[config.mk]
export PLATFORM = sky130hd
export DESIGN_NAME = pe_feeder
export DESIGN_NICKNAME = d
export VERILOG_FILES = /design/src/rtl/pe_feeder.sv
export SDC_FILE = /design/constraint.sdc
export NUM_CORES = 1
export LEC_CHECK = 0
export CAP_MARGIN = 20
export CORE_MARGIN = 2
export CORE_UTILIZATION = 40
export CTS_CLUSTER_SIZE = 25
export DETAILED_ROUTE_END_ITERATION = 12
export PLACE_DENSITY = 0.83
export SYNTH_ARGS = -nofsm -noshare
export SYNTH_HDL_FRONTEND = slang
export SYNTH_SLANG_ARGS = --single-unit
[constraint.sdc]
create_clock -name clk -period 2.2 [get_ports clk]
set_input_delay 0.44 -clock clk [delete_from_list [all_inputs] [get_ports clk]]
set_output_delay 0.44 -clock clk [all_outputs]
set_load 0.01 [all_outputs]
[src/rtl/pe_feeder.sv]
// pe_feeder: sequences weight loading, weight switch and input streaming
// for one systolic PE column/row. Data words pass through unmodified;
// every pe_* output is a register reflecting the previous cycle's handshake.
module pe_feeder #(
  parameter int ROWS = 4
) (
  input  logic               clk,
  input  logic               rst,
  input  logic signed [15:0] w_data_in,
  input  logic               w_valid_in,
  output logic               w_ready_out,
  input  logic signed [15:0] x_data_in,
  input  logic               x_valid_in,
  output logic               x_ready_out,
  input  logic               x_last_in,
  input  logic               start_in,
  output logic signed [15:0] pe_weight_out,
  output logic               pe_accept_w_out,
  output logic signed [15:0] pe_input_out,
  output logic               pe_valid_out,
  output logic               pe_switch_out,
  output logic               pe_enabled_out,
  output logic               busy_out,
  output logic               done_out
);

  localparam int CW = (ROWS < 2) ? 1 : $clog2(ROWS + 1);
  localparam logic [CW-1:0] ROWS_C = CW'(ROWS);

  typedef enum logic [2:0] {
    IDLE   = 3'd0,
    LOAD_W = 3'd1,
    SWITCH = 3'd2,
    STREAM = 3'd3,
    DONE   = 3'd4
  } state_t;

  state_t          state_q, state_d;
  logic [CW-1:0]   w_cnt_q, w_cnt_d;
  logic            en_q;
  logic signed [15:0] weight_q, input_q;
  logic            accept_q, valid_q, switch_q;
  logic            w_fire, x_fire;

  // Handshakes are held off until the PE column is enabled, so nothing is
  // accepted during reset or in the first cycle after it.
  assign w_ready_out = en_q && (w_cnt_q < ROWS_C) &&
                       (state_q == IDLE || state_q == LOAD_W || state_q == STREAM);
  assign x_ready_out = en_q && (state_q == SWITCH || state_q == STREAM);
  assign w_fire      = w_valid_in && w_ready_out;
  assign x_fire      = x_valid_in && x_ready_out;

  assign busy_out        = (state_q != IDLE);
  assign done_out        = (state_q == DONE);
  assign pe_weight_out   = weight_q;
  assign pe_accept_w_out = accept_q;
  assign pe_input_out    = input_q;
  assign pe_valid_out    = valid_q;
  assign pe_switch_out   = switch_q;
  assign pe_enabled_out  = en_q;

  // Next-state and weight-count logic; SWITCH hands the loaded weights to
  // the PEs, so the count restarts there for preloading the next tile.
  always_comb begin
    state_d = state_q;
    w_cnt_d = w_cnt_q;
    if (w_fire) w_cnt_d = w_cnt_q + 1'b1;
    case (state_q)
      IDLE:    if (start_in) state_d = (w_cnt_q == ROWS_C) ? SWITCH : LOAD_W;
      LOAD_W:  if (w_cnt_q == ROWS_C) state_d = SWITCH;
      SWITCH: begin
        w_cnt_d = '0;
        state_d = (x_fire && x_last_in) ? DONE : STREAM;
      end
      STREAM:  if (x_fire && x_last_in) state_d = DONE;
      DONE:    state_d = IDLE;
      default: state_d = IDLE;
    endcase
  end

  // State, counter and registered PE-side buses; stalls become zero bubbles.
  always_ff @(posedge clk) begin
    if (!rst) begin
      state_q  <= IDLE;
      w_cnt_q  <= '0;
      en_q     <= 1'b0;
      weight_q <= '0;
      accept_q <= 1'b0;
      input_q  <= '0;
      valid_q  <= 1'b0;
      switch_q <= 1'b0;
    end else begin
      state_q  <= state_d;
      w_cnt_q  <= w_cnt_d;
      en_q     <= 1'b1;
      weight_q <= w_fire ? w_data_in : 16'sd0;
      accept_q <= w_fire;
      input_q  <= x_fire ? x_data_in : 16'sd0;
      valid_q  <= x_fire;
      switch_q <= (state_q == SWITCH);
    end
  end

endmodule

==> flow_summary.ini, run 1 <==
[synthesis]
ys_types = 28
ys.warnings.count = 0
synth_edf_count = 0
syn_area_mm2 = 0.00138
synth-seq-area-share_pct = 61.1
syn_area_per_cell_um2 = 11.2
async_reset_ff_share_pct = 0
syn_inst = 123
ys_ff_latch = 42
syn_nets = 163
ys.flop_type = dfxtp_1

[global_route]
grt_max_degree = 19
grt_use_total_pct = 19.3
met3_usage_pct = 5.41
use_met1_pct = 21.1
antenna_found_initial = 0
grt_use_met2_pct = 33.1
grt_pass1_wl_um = 5670
busiest_layer = met2
overflow = 0
grt_pass1_vias = 1142

[floorplanning]
core_region_area_mm2 = 0.00331
die_x_um = 62.7
start_util_pct = 41.6
chipHeight_um = 62.7
rows = 21
die_area_mm2 = 0.00393
io_pins = 78

[clocking]
cts_tree = done
cts_max_path_buffers = 2
numCtsBuffers = 5
cts-root-buf = clkbuf_4
htreeDepth = 2
cts_hold_buffers = 0
clk_pin_slew_ns = 0.10
clock_latency_ns = 0.35
cts.sinks = 42

[place]
routabilityCongestion = 0.725
port_buffers = 77
hpwl_um = 2780
dpl_cell_area_mm2 = 0.00218
placed_cells = 242

[timing]
max_freq_ghz = 0.478
hold_violations = 0
finalCriticalPeriod_ns = 2.09
relSlewSlack_pct = 68.6
setup-tns-final_ns = 0
slew_viol_final = 0
rsz0062_at_grt = false
setup_violations = 0
tightest_slew_ns = 0.471
timing.final.crit_share_pct = 95.1
finalClockSkew_ns = 0.00872

[critical_path]
cp.arrival_ns = 1.65
start_kind = flip-flop
required_ns = 1.76
critical_path_class = reg2out
endpoint_kind = output pin
cp_max_fo = 9

[layout]
antenna_cells = 0
utilization_pct = 67.4
fin_nets = 243
nFillCells = 245
syn2layout_area_growth_pct = 62.2
regArea_um2 = 842
stdcell_area_mm2 = 0.00223
layout-drive-gt1-share_pct = 6.40
instances_no_fill = 249
multiInputGateArea_um2 = 485

[outcome]
outcome = complete, no violations

[drt]
drt_iter0_drc = 47
firstDrtPassIters = 4
ant_nets = 0
wirelength_um = 3470
vias = 1138
drcViolationCount = 0
vias_per_cell = 4.57
routedWlPerCell_um = 13.9

[power]
powerDensity_mw_per_mm2 = 703
p_leak_nw = 0.892
vdd_drop_max_uv = 445

[job]
max_cap_viol_count = 0

[min_path]
hp-class = reg2reg
==> cells in the final DEF, fill, tap and decap left out, drive strengths merged <==
cell type / count
dfxtp: 42
nor4b: 1
or3: 1
a21o: 1
ha: 2
nor4: 1
o211a: 1
nand2: 2
nor3: 3
and4: 1
clkbuf: 5
o22ai: 1
dlygate4sd2: 1
or3b: 1
mux2i: 2
nor2: 2
and2: 35
clkinv: 2
inv: 4
or2: 1
clkdlybuf4s50: 76
a22oi: 2
nand3: 6
o32ai: 1
a32oi: 1
nor2b: 2
buf: 2
nor3b: 4
==> cell families (layout without fill, tap and decap cells) <==
group / after synthesis / after routing / synth area share, %
DFF: 42 / 42 / 61.1
and+or+nand+nor: 60 / 60 / 27.7
buffers and inverters: 10 / 90 / 3.82
adders and majority gates: 2 / 2 / 1.82
AOI/OAI and AO/OA: 7 / 7 / 4.09
muxes: 2 / 2 / 1.45
==> routing by layer <==
metal	vias to the layer above	wire, um
met5	-	0
met4	0	102
met3	9	237
met2	58	1730
met1	507	1400
li1	564	-
==> worst max-delay path: stages (launching register included) <==
cell and delay (ns):
dfxtp_2 0.42, nor2b_2 0.21, and2_1 0.14, clkdlybuf4s50_1 0.54
==> report_power, final <==
part	total [mW]	switching (mW)	internal (mW)	leakage [nW]
logic	0.372	0.149	0.223	0.520
clock network	0.341	0.226	0.115	0.0308
registers	0.856	0.0472	0.809	0.341
==> flip-flops by register name, summed over array words and instances, names as in the netlist <==
register and flops:
pe_weight_out 16, pe_input_out 16, pe_switch_out 1, pe_enabled_out 1
w_cnt_q 3, state_q 3, pe_accept_w_out 1, pe_valid_out 1
==> layout make-up <==
cell class	count	share of cell area, %
clock buffers	5	1.68
clock inverters	2	0.448
multi-input cells	71	21.7
repair buffers	79	35.1
well taps	46	2.58
inverters	4	0.673
flip-flops and latches	42	37.7
==> stage by stage <==
step | hold slack (ns) | power (mW) | setup WS [ns]
2_1_floorplan | 0.463 | 1.06 | 0.809
3_5_place_dp | 0.497 | 1.24 | 0.288
3_3_place_gp | 0.472 | 1.22 | 0.353
5_1_grt | 0.571 | 1.66 | 0.0393
6_report | 0.514 | 1.57 | 0.107
4_1_cts | 0.512 | 1.58 | 0.0518
==> repair_timing <==
action / CTS / global route
setup buffers: 0 / 0
resized for setup: 2 / 1
setup endpoints to repair: 2 / 1
==> synth_stat cells, types with 2 or more instances <==
cell | n | share of area [%]
a22oi_1 | 2 | 1.1
and2_1 | 35 | 16
buf_2 | 3 | 1.1
dfxtp_1 | 42 | 61
ha_1 | 2 | 1.8
inv_1 | 3 | 0.82
mux2i_1 | 2 | 1.5
nand2_1 | 2 | 0.55
nand3_1 | 6 | 2.2
nor2_1 | 2 | 0.55
nor2b_1 | 2 | 0.91
nor3_1 | 3 | 1.1
nor3b_1 | 4 | 2.2
==> worst paths after layout <==
path / depth (start not counted) / from / endpoint / slack (ns)
setup reg to reg: 3 / state_q[1]$_SDFFE_PN0P_ / pe_input_out[7]$_SDFF_PN0_ / 0.79
setup / recovery: 3 / state_q[1]$_SDFFE_PN0P_ / x_ready_out / 0.11
hold reg to reg: 2 / w_cnt_q[0]$_SDFFE_PP0P_ / w_cnt_q[0]$_SDFFE_PP0P_ / 0.51
hold / removal: 2 / w_cnt_q[0]$_SDFFE_PP0P_ / w_cnt_q[0]$_SDFFE_PP0P_ / 0.51
(Power assumes the default switching activity.)
==> run 2, diff against run 1 <==
TNS_END_PERCENT = 1   (was unset)
==> results of run 2 <==
No change in the layout: final DEF, timing and power equal those of run 1.
==> run 3, diff against run 2 <==
CAP_MARGIN = 30   (was 20)
==> results of run 3 <==
No change in the layout: final DEF, timing and power equal those of run 1.
